<file path="src/rtl/rtc_poller.sv">
// rtc_poller: sweeps the six DS1302 time registers and writes BCD digits into display RAM.
// Optional define RTC_POLLER_BCD_CHECK_EN blanks non-decimal nibbles and adds a sticky bcd_err output.
module rtc_poller #(
    parameter int unsigned POLL_DIV = 2500000,
    parameter int unsigned TIMEOUT  = 65535
) (
    input  logic       clk,
    input  logic       clr,
    input  logic       hold,
    input  logic       kick,
    output logic [7:0] rtc_addr,
    output logic       rtc_ena,
    input  logic [7:0] rtc_r,
    input  logic       rtc_done,
    output logic [3:0] ram_addr,
    output logic [7:0] ram_w,
    output logic       ram_we,
    output logic       busy,
    output logic       sweep_done,
    output logic       err
`ifdef RTC_POLLER_BCD_CHECK_EN
    ,
    output logic       bcd_err
`endif
);

    localparam int unsigned DIV_W = (POLL_DIV > 1) ? $clog2(POLL_DIV) : 1;
    localparam int unsigned TMO_W = (TIMEOUT > 1) ? $clog2(TIMEOUT) : 1;
    localparam logic [2:0]  LAST  = 3'd5;

    typedef enum logic [2:0] {
        S_IDLE, S_REQ, S_WAIT, S_WR_HI, S_WR_LO, S_NEXT
    } state_t;

    state_t             state, state_nx;
    logic [2:0]         idx;
    logic [DIV_W-1:0]   div;
    logic [TMO_W-1:0]   wcnt;
    logic               pending;
    logic [7:0]         data;
    logic               err_q;
    logic               done_q;
    logic               tick;
    logic               timeout;
    logic [7:0]         masked;
    logic [3:0]         hi_c;
    logic [3:0]         lo_c;
`ifdef RTC_POLLER_BCD_CHECK_EN
    logic               bad_c;
    logic               bcd_err_q;
`endif

    function automatic logic [7:0] cmd_of(input logic [2:0] i);
        case (i)
            3'd0:    return 8'h81;
            3'd1:    return 8'h83;
            3'd2:    return 8'h85;
            3'd3:    return 8'h87;
            3'd4:    return 8'h89;
            3'd5:    return 8'h8D;
            default: return 8'h00;
        endcase
    endfunction

    function automatic logic [7:0] mask_of(input logic [2:0] i);
        case (i)
            3'd0, 3'd1: return 8'h7F;
            3'd2, 3'd3: return 8'h3F;
            3'd4:       return 8'h1F;
            default:    return 8'hFF;
        endcase
    endfunction

    assign tick    = (div == DIV_W'(POLL_DIV - 1));
    assign timeout = (wcnt == TMO_W'(TIMEOUT - 1));

    // Digit split of the masked read byte
    always_comb begin
        masked = rtc_r & mask_of(idx);
`ifdef RTC_POLLER_BCD_CHECK_EN
        bad_c = (masked[7:4] > 4'd9) || (masked[3:0] > 4'd9);
        hi_c  = (masked[7:4] > 4'd9) ? 4'hF : masked[7:4];
        lo_c  = (masked[3:0] > 4'd9) ? 4'hF : masked[3:0];
`else
        hi_c  = masked[7:4];
        lo_c  = masked[3:0];
`endif
    end

    always_ff @(posedge clk) begin
        if (clr) state <= S_IDLE;
        else     state <= state_nx;
    end

    // Kick and tick are honoured in the same cycle so kick at t gives rtc_ena at t+1
    always_comb begin
        state_nx = state;
        case (state)
            S_IDLE:  if ((pending || kick || tick) && !hold) state_nx = S_REQ;
            S_REQ:   state_nx = S_WAIT;
            S_WAIT:  begin
                if (rtc_done)     state_nx = S_WR_HI;
                else if (timeout) state_nx = S_NEXT;
            end
            S_WR_HI: state_nx = S_WR_LO;
            S_WR_LO: state_nx = S_NEXT;
            S_NEXT:  state_nx = (idx == LAST) ? S_IDLE : S_REQ;
            default: state_nx = S_IDLE;
        endcase
    end

    always_ff @(posedge clk) begin
        if (clr) begin
            idx     <= '0;
            div     <= '0;
            wcnt    <= '0;
            pending <= 1'b1;
            data    <= '0;
            err_q   <= 1'b0;
            done_q  <= 1'b0;
`ifdef RTC_POLLER_BCD_CHECK_EN
            bcd_err_q <= 1'b0;
`endif
        end else begin
            div    <= tick ? '0 : div + 1'b1;
            wcnt   <= (state == S_WAIT) ? wcnt + 1'b1 : '0;
            done_q <= (state == S_NEXT) && (idx == LAST);
            if (state == S_IDLE && state_nx == S_REQ) pending <= 1'b0;
            else if (kick || tick)                    pending <= 1'b1;
            if (state == S_NEXT) idx <= (idx == LAST) ? 3'd0 : 3'(idx + 3'd1);
            if (state == S_WAIT && rtc_done) data <= {hi_c, lo_c};
            if (state == S_WAIT && !rtc_done && timeout) err_q <= 1'b1;
`ifdef RTC_POLLER_BCD_CHECK_EN
            if (state == S_WAIT && rtc_done && bad_c) bcd_err_q <= 1'b1;
`endif
        end
    end

    // Outputs forced low while clr is high so a reset mid-sweep cannot land a write
    always_comb begin
        rtc_addr = '0;
        rtc_ena  = 1'b0;
        ram_addr = '0;
        ram_w    = '0;
        ram_we   = 1'b0;
        busy     = 1'b0;
        if (!clr) begin
            busy = (state != S_IDLE);
            case (state)
                S_REQ: begin
                    rtc_addr = cmd_of(idx);
                    rtc_ena  = 1'b1;
                end
                S_WAIT:  rtc_addr = cmd_of(idx);
                S_WR_HI: begin
                    ram_we   = 1'b1;
                    ram_addr = {idx, 1'b0};
                    ram_w    = {4'h0, data[7:4]};
                end
                S_WR_LO: begin
                    ram_we   = 1'b1;
                    ram_addr = {idx, 1'b1};
                    ram_w    = {4'h0, data[3:0]};
                end
                default: ;
            endcase
        end
    end

    assign sweep_done = done_q & ~clr;
    assign err        = err_q & ~clr;
`ifdef RTC_POLLER_BCD_CHECK_EN
    assign bcd_err    = bcd_err_q & ~clr;
`endif

endmodule

</file>
<file path="config.mk">
export PLATFORM = sky130hd
export DESIGN_NAME = rtc_poller
export DESIGN_NICKNAME = d
export VERILOG_FILES = /design/src/rtl/rtc_poller.sv
export SDC_FILE = /design/constraint.sdc
export NUM_CORES = 1
export LEC_CHECK = 0
export CAP_MARGIN = 5
export CORE_ASPECT_RATIO = 1.5
export CORE_MARGIN = 2
export CORE_UTILIZATION = 45
export DETAILED_ROUTE_END_ITERATION = 6
export PLACE_DENSITY = 0.68
export SLEW_MARGIN = 0
export SYNTH_ARGS = -nofsm -noshare
export SYNTH_HDL_FRONTEND = slang
export SYNTH_SLANG_ARGS = --single-unit
</file>
<file path="constraint.sdc">
create_clock -name clk -period 3.05 [get_ports clk]
set_input_delay 0.915 -clock clk [delete_from_list [all_inputs] [get_ports clk]]
set_output_delay 0.915 -clock clk [all_outputs]
set_load 0.005 [all_outputs]
</file>
==> impl_metrics.env <==
export IMPL_power_density_nw_per_um2=408
export IMPL_fmaxAchievable_ghz=0.330
export IMPL_seq_area_um2=1100
export IMPL_cts_tree="yes"
export IMPL_vdd_drop_max_v=0.000260
export IMPL_drc=0
export IMPL_rr_worst_depth=7
export IMPL_crit_path_start_kind="input pin"
export IMPL_die_y_um=98.7
export IMPL_pin_count=38
export IMPL_synth_common_cells="nor2_1, dfxtp_1, nand2_1"
export IMPL_cts_htree_levels=2
export IMPL_overflow=0
export IMPL_nets=373
export IMPL_antenna_found_initial=0
export IMPL_clockPowerShare_pct=31.8
export IMPL_grt_total_usage_pct=17.1
export IMPL_clkSinkCount=55
export IMPL_drt_pass1_iterations=4
export IMPL_setup_violations_final=0
export IMPL_synthToLayoutAreaGrowth_pct=19.1
export IMPL_die_area_um2=6630
export IMPL_critPathKind="in2out"
export IMPL_routed_wl_mm=5.27
export IMPL_finalHoldViolations=0
export IMPL_place_congestion=0.811
export IMPL_finalPower_w=0.00131
export IMPL_ys_ff_latch=55
export IMPL_hold_path_class="reg2reg"
export IMPL_die_x_um=67.2
export IMPL_p_leak_nw=1.14
export IMPL_drive_gt1_share_pct=12.3
export IMPL_finalInstanceArea_um2=3210
export IMPL_clk_pin_slew_ns=0.09
export IMPL_vias=2188
export IMPL_viasPerCell=5.10
export IMPL_place_hpwl_mm=3.97
export IMPL_io_buffers=30
export IMPL_synth_top_area_share_pct=40.9
export IMPL_ys_seq_area_share_pct=40.9
export IMPL_synth_edf_count=0
export IMPL_fp_row_count=34
export IMPL_avgSynthCellArea_um2=8.36
export IMPL_synth_most_common_cell="nor2_1"
export IMPL_wl_per_cell_um=12.3
export IMPL_multi_input_area_um2=1510
export IMPL_drtAntennaViolNets=0
export IMPL_grt_max_degree=19
export IMPL_clock_root_buffer="clkbuf_8"
export IMPL_yosysUniqueCellTypes=50
export IMPL_synth_main_ff_cell="dfxtp_1"
export IMPL_ys_warn_count=0
export IMPL_worst_pin_slew_ns=0.490
export IMPL_power_switching_w=0.000319
export IMPL_p_sw_share_pct=24.4
export IMPL_place_area_um2=3060
export IMPL_intPower_w=0.000991
export IMPL_worstPathArrival_ns=2.11
export IMPL_synth_largest_area_cell="dfxtp_1"
export IMPL_power_frac_comb_pct=10.4
export IMPL_cp_end_kind="output port"
export IMPL_netlist_area_um2=2690
export IMPL_power_frac_seq_pct=57.8
export IMPL_rsz0062_at_grt="true"
export IMPL_status="finished clean"
export IMPL_max_slew_margin_rel_pct=67.0
export IMPL_start_util_pct=46.5
export IMPL_path_cells="clkdlybuf4s15_2 > nor4b_4 > buf_4 > clkdlybuf4s50_1"
export IMPL_critPathRequiredTime_ns=2.13
export IMPL_async_flop_share_pct=0
export IMPL_grt_pass1_wl_mm=8.94
export IMPL_grt_pass1_vias=2073
export IMPL_netlist_instances=322
export IMPL_core_area_um2=5790
export IMPL_slew_viol_final=0
export IMPL_synth_top_cells_by_area="dfxtp_1, nor2_1, xor2_1, nand2_1, xnor2_1"
export IMPL_cp_slowest_cell="clkdlybuf4s50_1"
export IMPL_utilization_pct=55.4
export IMPL_numCtsBuffers=5
export IMPL_drtIter0Drc=70
export IMPL_slowest_delay_ns=0.49
export IMPL_min_period_ns=3.03
export IMPL_max_cap_violations=0
export IMPL_cts_buffer_depth=2
export IMPL_finalCritPeriodShare_pct=99.2
export IMPL_crit_fanout=4
export IMPL_fin_skew_ns=0.0107
export IMPL_postCtsHoldBufs=0
export IMPL_clock_latency_ns=0.31
export IMPL_hold_depth=2
export IMPL_num_fill_cells=562
export IMPL_antenna_cells=0
-- what timing repair did --
action | in CTS | in global routing
pin swaps | 2 | 1
resized for setup | 15 | 4
buffers inserted | 1 | 1
setup endpoints to repair | 18 | 9
-- layout by cell type (no fill, tap or decap), types with 5 or more instances in the layout --
cell type / instances
nand2_1: 34
buf_4: 11
nand3_1: 16
dfxtp_1: 53
clkbuf_8: 6
a21oi_1: 12
clkdlybuf4s50_1: 24
dlygate4sd2_1: 5
xnor2_1: 12
inv_1: 5
nor3_1: 8
xor2_1: 23
nor2_1: 63
conb_1: 7
nand4_1: 6
-- final cells by class --
| class | instances | share of cell area, % |
|---|---|---|
| clock buffers | 7 | 2.69 |
| clock inverters | 1 | 0.273 |
| inverters | 5 | 0.585 |
| multi-input cells | 247 | 47.1 |
| flip-flops and latches | 55 | 34.4 |
| well taps | 72 | 2.81 |
| repair buffers | 42 | 12.1 |
-- sequential cells by signal (all words and copies together) (netlist names) --
signal and count:
done_q 1, pending 1, err_q 1, data 8
state 3, wcnt 16, div 22, idx 3
-- per-layer routing --
metal	share of wire, %	vias up	GRT usage [%]	wire [µm]
li1	-	1125	-	-
met1	42	1033	18.4	2200
met2	55	24	32.3	2880
met3	2.3	6	3.88	122
met4	1.2	0	4.55	65
met5	0	-	0	0
-- metrics by stage --
step	hold slack [ns]	setup TNS [ns]	instances	setup WS (ns)
finish	0.456	0	429	0.0236
global route	0.473	-0.00972	429	-0.00932
CTS	0.459	-0.00179	428	-0.00179
detailed placement	0.446	-4.69	419	-0.489
global placement	0.443	-4.17	419	-0.411
floorplan	0.432	0	328	0.140
-- critical path, delay by kind of cell --
| family | cells | cell delay (ns) |
|---|---|---|
| buf+inv | 3 | 0.90 |
| simple gates | 1 | 0.30 |
-- final timing paths --
| path | endpoint | startpoint | slack [ns] |
|---|---|---|---|
| worst max-delay path | rtc_ena | clr | 0.02 |
| worst min-delay path | data[5] | data[5] | 0.46 |
| worst max register to register | div[20] | div[0] | 1.11 |
| worst min register to register | data[5] | data[5] | 0.46 |
-- power by group through the flow --
stage               logic (W)  registers (W)  clock network [W]
floorplan           0.0000909       0.000760                  0
global placement     0.000127       0.000771                  0
detailed placement   0.000128       0.000771                  0
CTS                  0.000134       0.000757           0.000434
global route         0.000150       0.000761           0.000470
finish               0.000136       0.000757           0.000417
-- logic make-up (layout without fill, tap and decap cells) --
family                   after synthesis  after routing  synth area share [%]
AND/OR/NAND/NOR                      175            175                  34.0
other                                  1              7                 0.139
multiplexers                           1              1                 0.372
adder cells (fa/ha/maj)                5              5                  2.23
XOR/XNOR                              35             35                  11.4
AO/OA/AOI/OAI                         24             24                  5.76
buffers and inverters                 26             55                  5.25
flip-flops                            55             55                  40.9
Power figures use the tool's default switching activity.
